**config.mk**
```make
export PLATFORM = sky130hd
export DESIGN_NAME = alu_share_arb
export DESIGN_NICKNAME = d
export VERILOG_FILES = /design/src/rtl/alu_share_arb.sv
export SDC_FILE = /design/constraint.sdc
export NUM_CORES = 1
export LEC_CHECK = 0
export BUFFER_PORTS_ARGS = -buffer_cell sky130_fd_sc_hd__buf_2
export CAP_MARGIN = 30
export CORE_MARGIN = 4
export CORE_UTILIZATION = 40
export CTS_CLUSTER_DIAMETER = 150
export CTS_CLUSTER_SIZE = 30
export DETAILED_ROUTE_END_ITERATION = 8
export HOLD_SLACK_MARGIN = 0.08
export PLACE_DENSITY = 0.71
export RECOVER_POWER = 50
export SLEW_MARGIN = 20
export SYNTH_ARGS = -nofsm -noshare
export SYNTH_HDL_FRONTEND = slang
export SYNTH_SLANG_ARGS = --single-unit
```
**constraint.sdc**
```tcl
create_clock -name clk -period 2.2 [get_ports clk]
set_clock_uncertainty 0.05 [all_clocks]
set_input_delay 0.22 -clock clk [delete_from_list [all_inputs] [get_ports clk]]
set_output_delay 0.22 -clock clk [all_outputs]
set_load 0.005 [all_outputs]
```
**src/rtl/alu_share_arb.sv**
```systemverilog
// alu_share_arb: two requesters time-share one external combinational ALU.
//
// One transaction is in flight at a time:
//   IDLE : pick a requester (round-robin on contention) and accept its operands
//   EXEC : drive the shared ALU from the latched operands for exactly one cycle
//          and capture its outputs into the granted port's response registers
//   RESP : present the response until the requester takes it
//
// Handshake rule used on every channel (req0/req1 in, rsp0/rsp1 out): a transfer
// happens on a rising clk edge where valid and ready are both high. The valid side
// holds its payload stable until that edge; ready may depend combinationally on
// valid; a valid withdrawn before the edge means no transfer took place.
module alu_share_arb #(
    parameter int WIDTH = 32,
    parameter int OPW   = 3
) (
    input  logic             clk,
    input  logic             reset,

    input  logic             req0_valid,
    output logic             req0_ready,
    input  logic [WIDTH-1:0] req0_a,
    input  logic [WIDTH-1:0] req0_b,
    input  logic [OPW-1:0]   req0_op,

    input  logic             req1_valid,
    output logic             req1_ready,
    input  logic [WIDTH-1:0] req1_a,
    input  logic [WIDTH-1:0] req1_b,
    input  logic [OPW-1:0]   req1_op,

    output logic             rsp0_valid,
    input  logic             rsp0_ready,
    output logic [WIDTH-1:0] rsp0_result,
    output logic             rsp0_zero,
    output logic             rsp0_err,

    output logic             rsp1_valid,
    input  logic             rsp1_ready,
    output logic [WIDTH-1:0] rsp1_result,
    output logic             rsp1_zero,
    output logic             rsp1_err,

    output logic [WIDTH-1:0] alu_a,
    output logic [WIDTH-1:0] alu_b,
    output logic [OPW-1:0]   alu_ctrl,
    input  logic [WIDTH-1:0] alu_result,
    input  logic             alu_zero,

    output logic             busy,
    output logic [1:0]       fsm_state
);

    typedef enum logic [1:0] {
        IDLE = 2'd0,
        EXEC = 2'd1,
        RESP = 2'd2
    } state_t;

    // Operation codes the shared ALU understands; every other code is illegal.
    localparam logic [OPW-1:0] OP_ADD = OPW'(0);
    localparam logic [OPW-1:0] OP_SUB = OPW'(1);
    localparam logic [OPW-1:0] OP_AND = OPW'(2);
    localparam logic [OPW-1:0] OP_OR  = OPW'(3);
    localparam logic [OPW-1:0] OP_SLT = OPW'(5);

    state_t           state;

    // Port served most recently; reset value 1 so port 0 wins the first tie.
    logic             last_idx;

    // Latched transaction.
    logic             idx_q;
    logic [WIDTH-1:0] a_q;
    logic [WIDTH-1:0] b_q;
    logic [OPW-1:0]   op_q;

    logic             grant_valid;
    logic             grant_idx;
    logic             op_legal;
    logic             rsp_done;

    // Grant selection: only in IDLE; contention resolved against the last served port.
    always_comb begin
        grant_valid = 1'b0;
        grant_idx   = 1'b0;
        if (state == IDLE) begin
            if (req0_valid && req1_valid) begin
                grant_valid = 1'b1;
                grant_idx   = ~last_idx;
            end else if (req0_valid) begin
                grant_valid = 1'b1;
                grant_idx   = 1'b0;
            end else if (req1_valid) begin
                grant_valid = 1'b1;
                grant_idx   = 1'b1;
            end
        end
    end

    assign req0_ready = grant_valid && !grant_idx;
    assign req1_ready = grant_valid &&  grant_idx;

    // Decode whether the latched op code is one the ALU implements.
    always_comb begin
        op_legal = 1'b0;
        case (op_q)
            OP_ADD, OP_SUB, OP_AND, OP_OR, OP_SLT: op_legal = 1'b1;
            default:                               op_legal = 1'b0;
        endcase
    end

    // The granted requester has taken its response this cycle.
    assign rsp_done = (state == RESP) && (idx_q ? rsp1_ready : rsp0_ready);

    // The ALU only sees operands during EXEC; it is driven to zero otherwise.
    assign alu_a    = (state == EXEC) ? a_q  : '0;
    assign alu_b    = (state == EXEC) ? b_q  : '0;
    assign alu_ctrl = (state == EXEC) ? op_q : '0;

    assign busy      = (state != IDLE);
    assign fsm_state = state;

    // Transaction sequencing and round-robin pointer update.
    always_ff @(posedge clk) begin
        if (reset) begin
            state    <= IDLE;
            last_idx <= 1'b1;
        end else begin
            case (state)
                IDLE: begin
                    if (grant_valid) begin
                        state <= EXEC;
                    end
                end
                EXEC: begin
                    state <= RESP;
                end
                RESP: begin
                    if (rsp_done) begin
                        state    <= IDLE;
                        last_idx <= idx_q;
                    end
                end
                default: begin
                    state <= IDLE;
                end
            endcase
        end
    end

    // Capture the granted requester's operands at the accept handshake.
    always_ff @(posedge clk) begin
        if (reset) begin
            idx_q <= 1'b0;
            a_q   <= '0;
            b_q   <= '0;
            op_q  <= '0;
        end else if (grant_valid) begin
            idx_q <= grant_idx;
            a_q   <= grant_idx ? req1_a  : req0_a;
            b_q   <= grant_idx ? req1_b  : req0_b;
            op_q  <= grant_idx ? req1_op : req0_op;
        end
    end

    // Response registers: loaded from the ALU in EXEC, cleared when taken.
    // Illegal ops still reach the ALU, but their result and zero flag are discarded.
    always_ff @(posedge clk) begin
        if (reset) begin
            rsp0_valid  <= 1'b0;
            rsp0_result <= '0;
            rsp0_zero   <= 1'b0;
            rsp0_err    <= 1'b0;
            rsp1_valid  <= 1'b0;
            rsp1_result <= '0;
            rsp1_zero   <= 1'b0;
            rsp1_err    <= 1'b0;
        end else begin
            if (state == EXEC) begin
                if (!idx_q) begin
                    rsp0_valid  <= 1'b1;
                    rsp0_result <= op_legal ? alu_result : '0;
                    rsp0_zero   <= op_legal && alu_zero;
                    rsp0_err    <= !op_legal;
                end else begin
                    rsp1_valid  <= 1'b1;
                    rsp1_result <= op_legal ? alu_result : '0;
                    rsp1_zero   <= op_legal && alu_zero;
                    rsp1_err    <= !op_legal;
                end
            end
            if (rsp_done) begin
                if (!idx_q) begin
                    rsp0_valid <= 1'b0;
                end else begin
                    rsp1_valid <= 1'b0;
                end
            end
        end
    end

endmodule

```
# Yosys cells after proc, flatten, opt, wreduce, memory -nomap -nowiden
# Cells that the tools add are included.
dict set report word_totals {
  ff_bits 141
  in_bits 173
  out_inout_bits 142
}
dict set report classes {
  n_eq_ne 8
  muxes 27
  bitwise_logic 2
  reduce_logical 15
}
# cell count
set ops {}
lappend ops {{$mux 32} 5}
lappend ops {{$mux 1} 17}
lappend ops {{$reduce_and 2->1} 4}
lappend ops {{$eq 3x2->1 const B} 2}
lappend ops {{$mux 3} 2}
lappend ops {{$pmux 2 s3} 1}
lappend ops {{$logic_and 1x1->1} 5}
lappend ops {{$reduce_or 5->1} 1}
lappend ops {{$mux 2} 2}
lappend ops {{$ne 2x2->1 const B} 2}
lappend ops {{$eq 3x1->1 const B} 1}
lappend ops {{$eq 3x3->1 const B} 1}
lappend ops {{$logic_not 3->1} 1}
lappend ops {{$eq 2x1->1 const B} 1}
lappend ops {{$eq 2x2->1 const B} 1}
lappend ops {{$logic_not 1->1} 2}
lappend ops {{$logic_not 2->1} 1}
lappend ops {{$not 1->1} 2}
lappend ops {{$reduce_bool 2->1} 1}

# Logic depth before layout (Yosys ltp)
dict set report depth {
  word_depth 6
  ltp_mapped 7
  depth_no_buf 4
}

# Least setup slack after synthesis
# Ideal clock, no wire load.
dict set report synth_timing {
  kind {register -> output}
  from {register state[0] (netlist: fsm_state[0])}
  to {output alu_b[10]}
  arrival_time_ns 1.327
  path_slack_ns 0.603
  path_stages_with_launch 6
  n_path_buf 3
  cell_sequence {dfxtp_1 > buf_2 > and2b_1 > clkbuf_1 > clkbuf_1 > and2_1}
}
dict set report synth_via {
  elab_chain_cells 2
}
# element line_no
set synth_lines {}
lappend synth_lines {{from (decl)} 67} ;# state_t state;
lappend synth_lines {{from (signal assigned)} 127} ;# state <= IDLE;
lappend synth_lines {{from (signal assigned)} 133} ;# state <= EXEC;
lappend synth_lines {{from (signal assigned)} 137} ;# state <= RESP;
lappend synth_lines {{$eq 2x1->1} 118} ;# assign alu_b = (state == EXEC) ? b_q : '0;
lappend synth_lines {{$mux 32} 118}
lappend synth_lines {{to (decl)} 45} ;# output logic [WIDTH-1:0] alu_b,
# Every way passes these cells.

# Final worst setup path
dict set report layout_timing {
  from {register state[0] (netlist: fsm_state[0])}
  to {register b_q[10]}
}
dict set report layout_via {
  elab_chain_cells 3
}
# element line_no
set layout_lines {}
lappend layout_lines {{$logic_not 2->1 (*)} 87} ;# if (state == IDLE) begin
lappend layout_lines {{$mux 1} 87}
lappend layout_lines {{$mux 32} 162} ;# b_q <= grant_idx ? req1_b : req0_b;
lappend layout_lines {{to (signal assigned)} 162}
lappend layout_lines {{to (decl)} 75} ;# logic [WIDTH-1:0] b_q;
# Every way passes the cells marked *; elsewhere a longest branch is shown, timed or not.
# A chain may end at the register's enable or synchronous reset.

==> metrics.csv <==
metric,value,unit
total grt overflow,0,
CP Launch Type,register,
"CTS clk-pin slew, worst paths",0.07,ns
largest family of logic cells by synthesized area,compound AO/OA/AOI/OAI gates,
Most used DFF post-synth,dfxtp_1,
final core area utilization,65.58,%
Core Area,0.01589,sq mm
peak supply drop,0.0005127,V
outcome,"complete, no violations",
WP data arrival,2.34,ns
# DRC,0,
hold_ws,0.09911,ns
Post-DRT Antenna Nets,0,
RSZ-0062 raised after global routing,no,
PnR worst setup slack,0.1195,ns
Final Slew Violations,0,
share of layout cells above drive strength 1,26.74,%
maximum clock rate,480.7,MHz
number of synthesized flops with an enable pin,0,
fraction of the mapped netlist area in adder cells,0,%
post-placement cell count,1269,
final hold violation count,0,
"Design Area, Final",0.01042,sq mm
syn_area_per_cell,7.904,sq um
WL final,27270,um
synth unique cells,28,
"Area growth, synth to finish",60.73,%
CTS tree,yes,
CP max stage delay,0.60,ns
crit path max fanout,18,
DPL Wire Length,15800,um
worst-case clock buffer depth,2,
Mapped Nets,993,
first-pass GRT wire length,42310,um
Synth Warn #,0,
pre-CTS setup slack,0.3625,ns
post-synthesis sequential area ratio,43.55,%
number of global-route vias before repair,8339,
Cell Pwr Density,694.3,mW/mm^2
final period utilization,94.57,%
CTS root buffer,clkbuf_16,
"commonest non-fill, non-tap cell in the layout",buf_2,
mux contribution to synthesized area,0,%
final setup violation count,0,
CP Cell Sequence,buf_4 -> nor2_4 -> inv_1 -> buf_4 -> o21ai_0 -> a31oi_1 -> dlygate4sd3_1,
Max-Cap Viols,0,
Critical-path top delay cell,dlygate4sd3_1,
initial core utilization,40.80,%
num rows,46,
Synth Area in XOR/XNOR,0,%
Synth Area in Simple Gates,23.94,%
Buffers on Ports,314,
Post-DP Area,0.008204,sq mm
Max-slew headroom,33.75,%
worst hold-check path type,in2reg,
Synth area leader,dfxtp_1,
die area,0.01830,sq mm
"commonest non-fill, non-tap cells in the layout","buf_2 (271), dlygate4sd3_1 (168), dfxtp_1 (139)",
final setup TNS,0,ns
crit path time final,2.081,ns
CP Capture Type,register,
Cells after Synth,820,
postcts setup bufs,0,
clk_lat worst skew,0.43,ns
H-Tree Depth,4,
Chip Width,135.3,um
GRT Total Usage,28.56,%
PnR Total Power,7.233,mW
Finished Layout Cells,1472,
Async SR Flop Fraction,0,%
Compound-Gate Fraction of Synth Area,25.79,%
DRT iter0 DRCs,725,
drt pass-1 iters,5,
Die Ht,135.3,um
wire per inst,18.53,um
top-area cell type share of the netlist area,43.55,%
routability cong.,0.8160,
register bit total from synthesis,141,
"Cell Area, Synth",0.006481,sq mm
CTS sink count,141,
CTS Buf Count,17,
Setup CP Type,reg2reg,
required time worst endpoint,2.46,ns
Slew @ Worst Pin,0.9937,ns
# nets final,1413,
initial antenna violation count,1,
drt via density,5.746,
cell repeated most along the worst path,buf_4,
vias,8458,
io pins,315,
leading post-synthesis cells by cell area,"dfxtp_1 (44%), o211ai_1 (7.6%), a31oi_1 (6.6%)",
largest net degree at the start of global routing,74,
Leak,4.310,nW
cell usage after synthesis, types with 2 or more instances:
master    count
nor2b_1       2
nand3_1      67
o21ai_0      69
nand2_1      70
nand2b_1      2
clkbuf_1     88
o211ai_1     66
nand4_1      67
a211oi_1      2
dfxtp_1     141
a31oi_1      68
buf_2        18
a21oi_1      73
nand3b_1      2
or3_1         2
and2_1       67
nor2_1        2
inv_1         4
area by class of cell:
type                    count  area, sq um
clock inverters            13        142.6
well taps                 216        270.3
multi-input cells         569         3259
inverters                   4        15.01
diodes                      3        7.507
repair buffers            507         3455
fillers                  1292         5468
clock buffers              19        442.9
flip-flops and latches    141         2825
flip-flops by register name (all words and copies together) (netlist names), 2 cells and up, named ones only:
signal       cells
a_q             32
b_q             32
fsm_state        2
op_q             3
rsp0_result     32
rsp1_result     32
path summary, 6_finish.rpt:
| kind | from | end | slack [ns] | cells past startpoint |
|---|---|---|---|---|
| max | fsm_state[0]$_SDFFE_PP0P_ | b_q[10]$_SDFFE_PP0N_ | 0.12 | 7 |
| min | req1_b[16] | b_q[16]$_SDFFE_PP0N_ | 0.1 | 3 |
| max reg2reg | fsm_state[0]$_SDFFE_PP0P_ | b_q[10]$_SDFFE_PP0N_ | 0.12 | 7 |
| min reg2reg | rsp0_result[31]$_SDFFE_PP0P_ | rsp0_result[31]$_SDFFE_PP0P_ | 0.40 | 2 |
routing by layer:
layer  up-vias  GRT usage, %  part of all wire, %
met3       113         7.318                  9.3
met1      3898         33.92                   38
met5         -             0                    0
li1       3858             -                    -
met4         0         15.17                  5.0
met2       589         47.43                   48
worst max-delay path, delay by kind of cell, from the launching register on:
| kind | cells | cell delay, ns |
|---|---|---|
| simple gates | 1 | 0.11 |
| flops | 1 | 0.38 |
| compound gates | 2 | 0.35 |
| buf+inv | 4 | 1.06 |
where the power goes:
| group | switching, mW | internal (mW) | total [mW] |
|---|---|---|---|
| logic | 0.823 | 0.677 | 1.50 |
| clock network | 1.17 | 1.70 | 2.87 |
| registers | 0.122 | 2.74 | 2.86 |
logic make-up after synthesis:
family | Yosys count
simple gates | 288
buf+inv | 110
flops | 141
compound gates | 281
what timing repair did:
action / 4_1_cts / 5_1_grt
setup endpoints to repair: 67 / 88
hold endpoints to repair: 139 / 0
hold buffers: 168 / 0
gates resized for setup: 2 / 2
gates cloned: 0 / 0
pin swaps: 0 / 0
No activity file was read; power rests on OpenSTA's default activity.
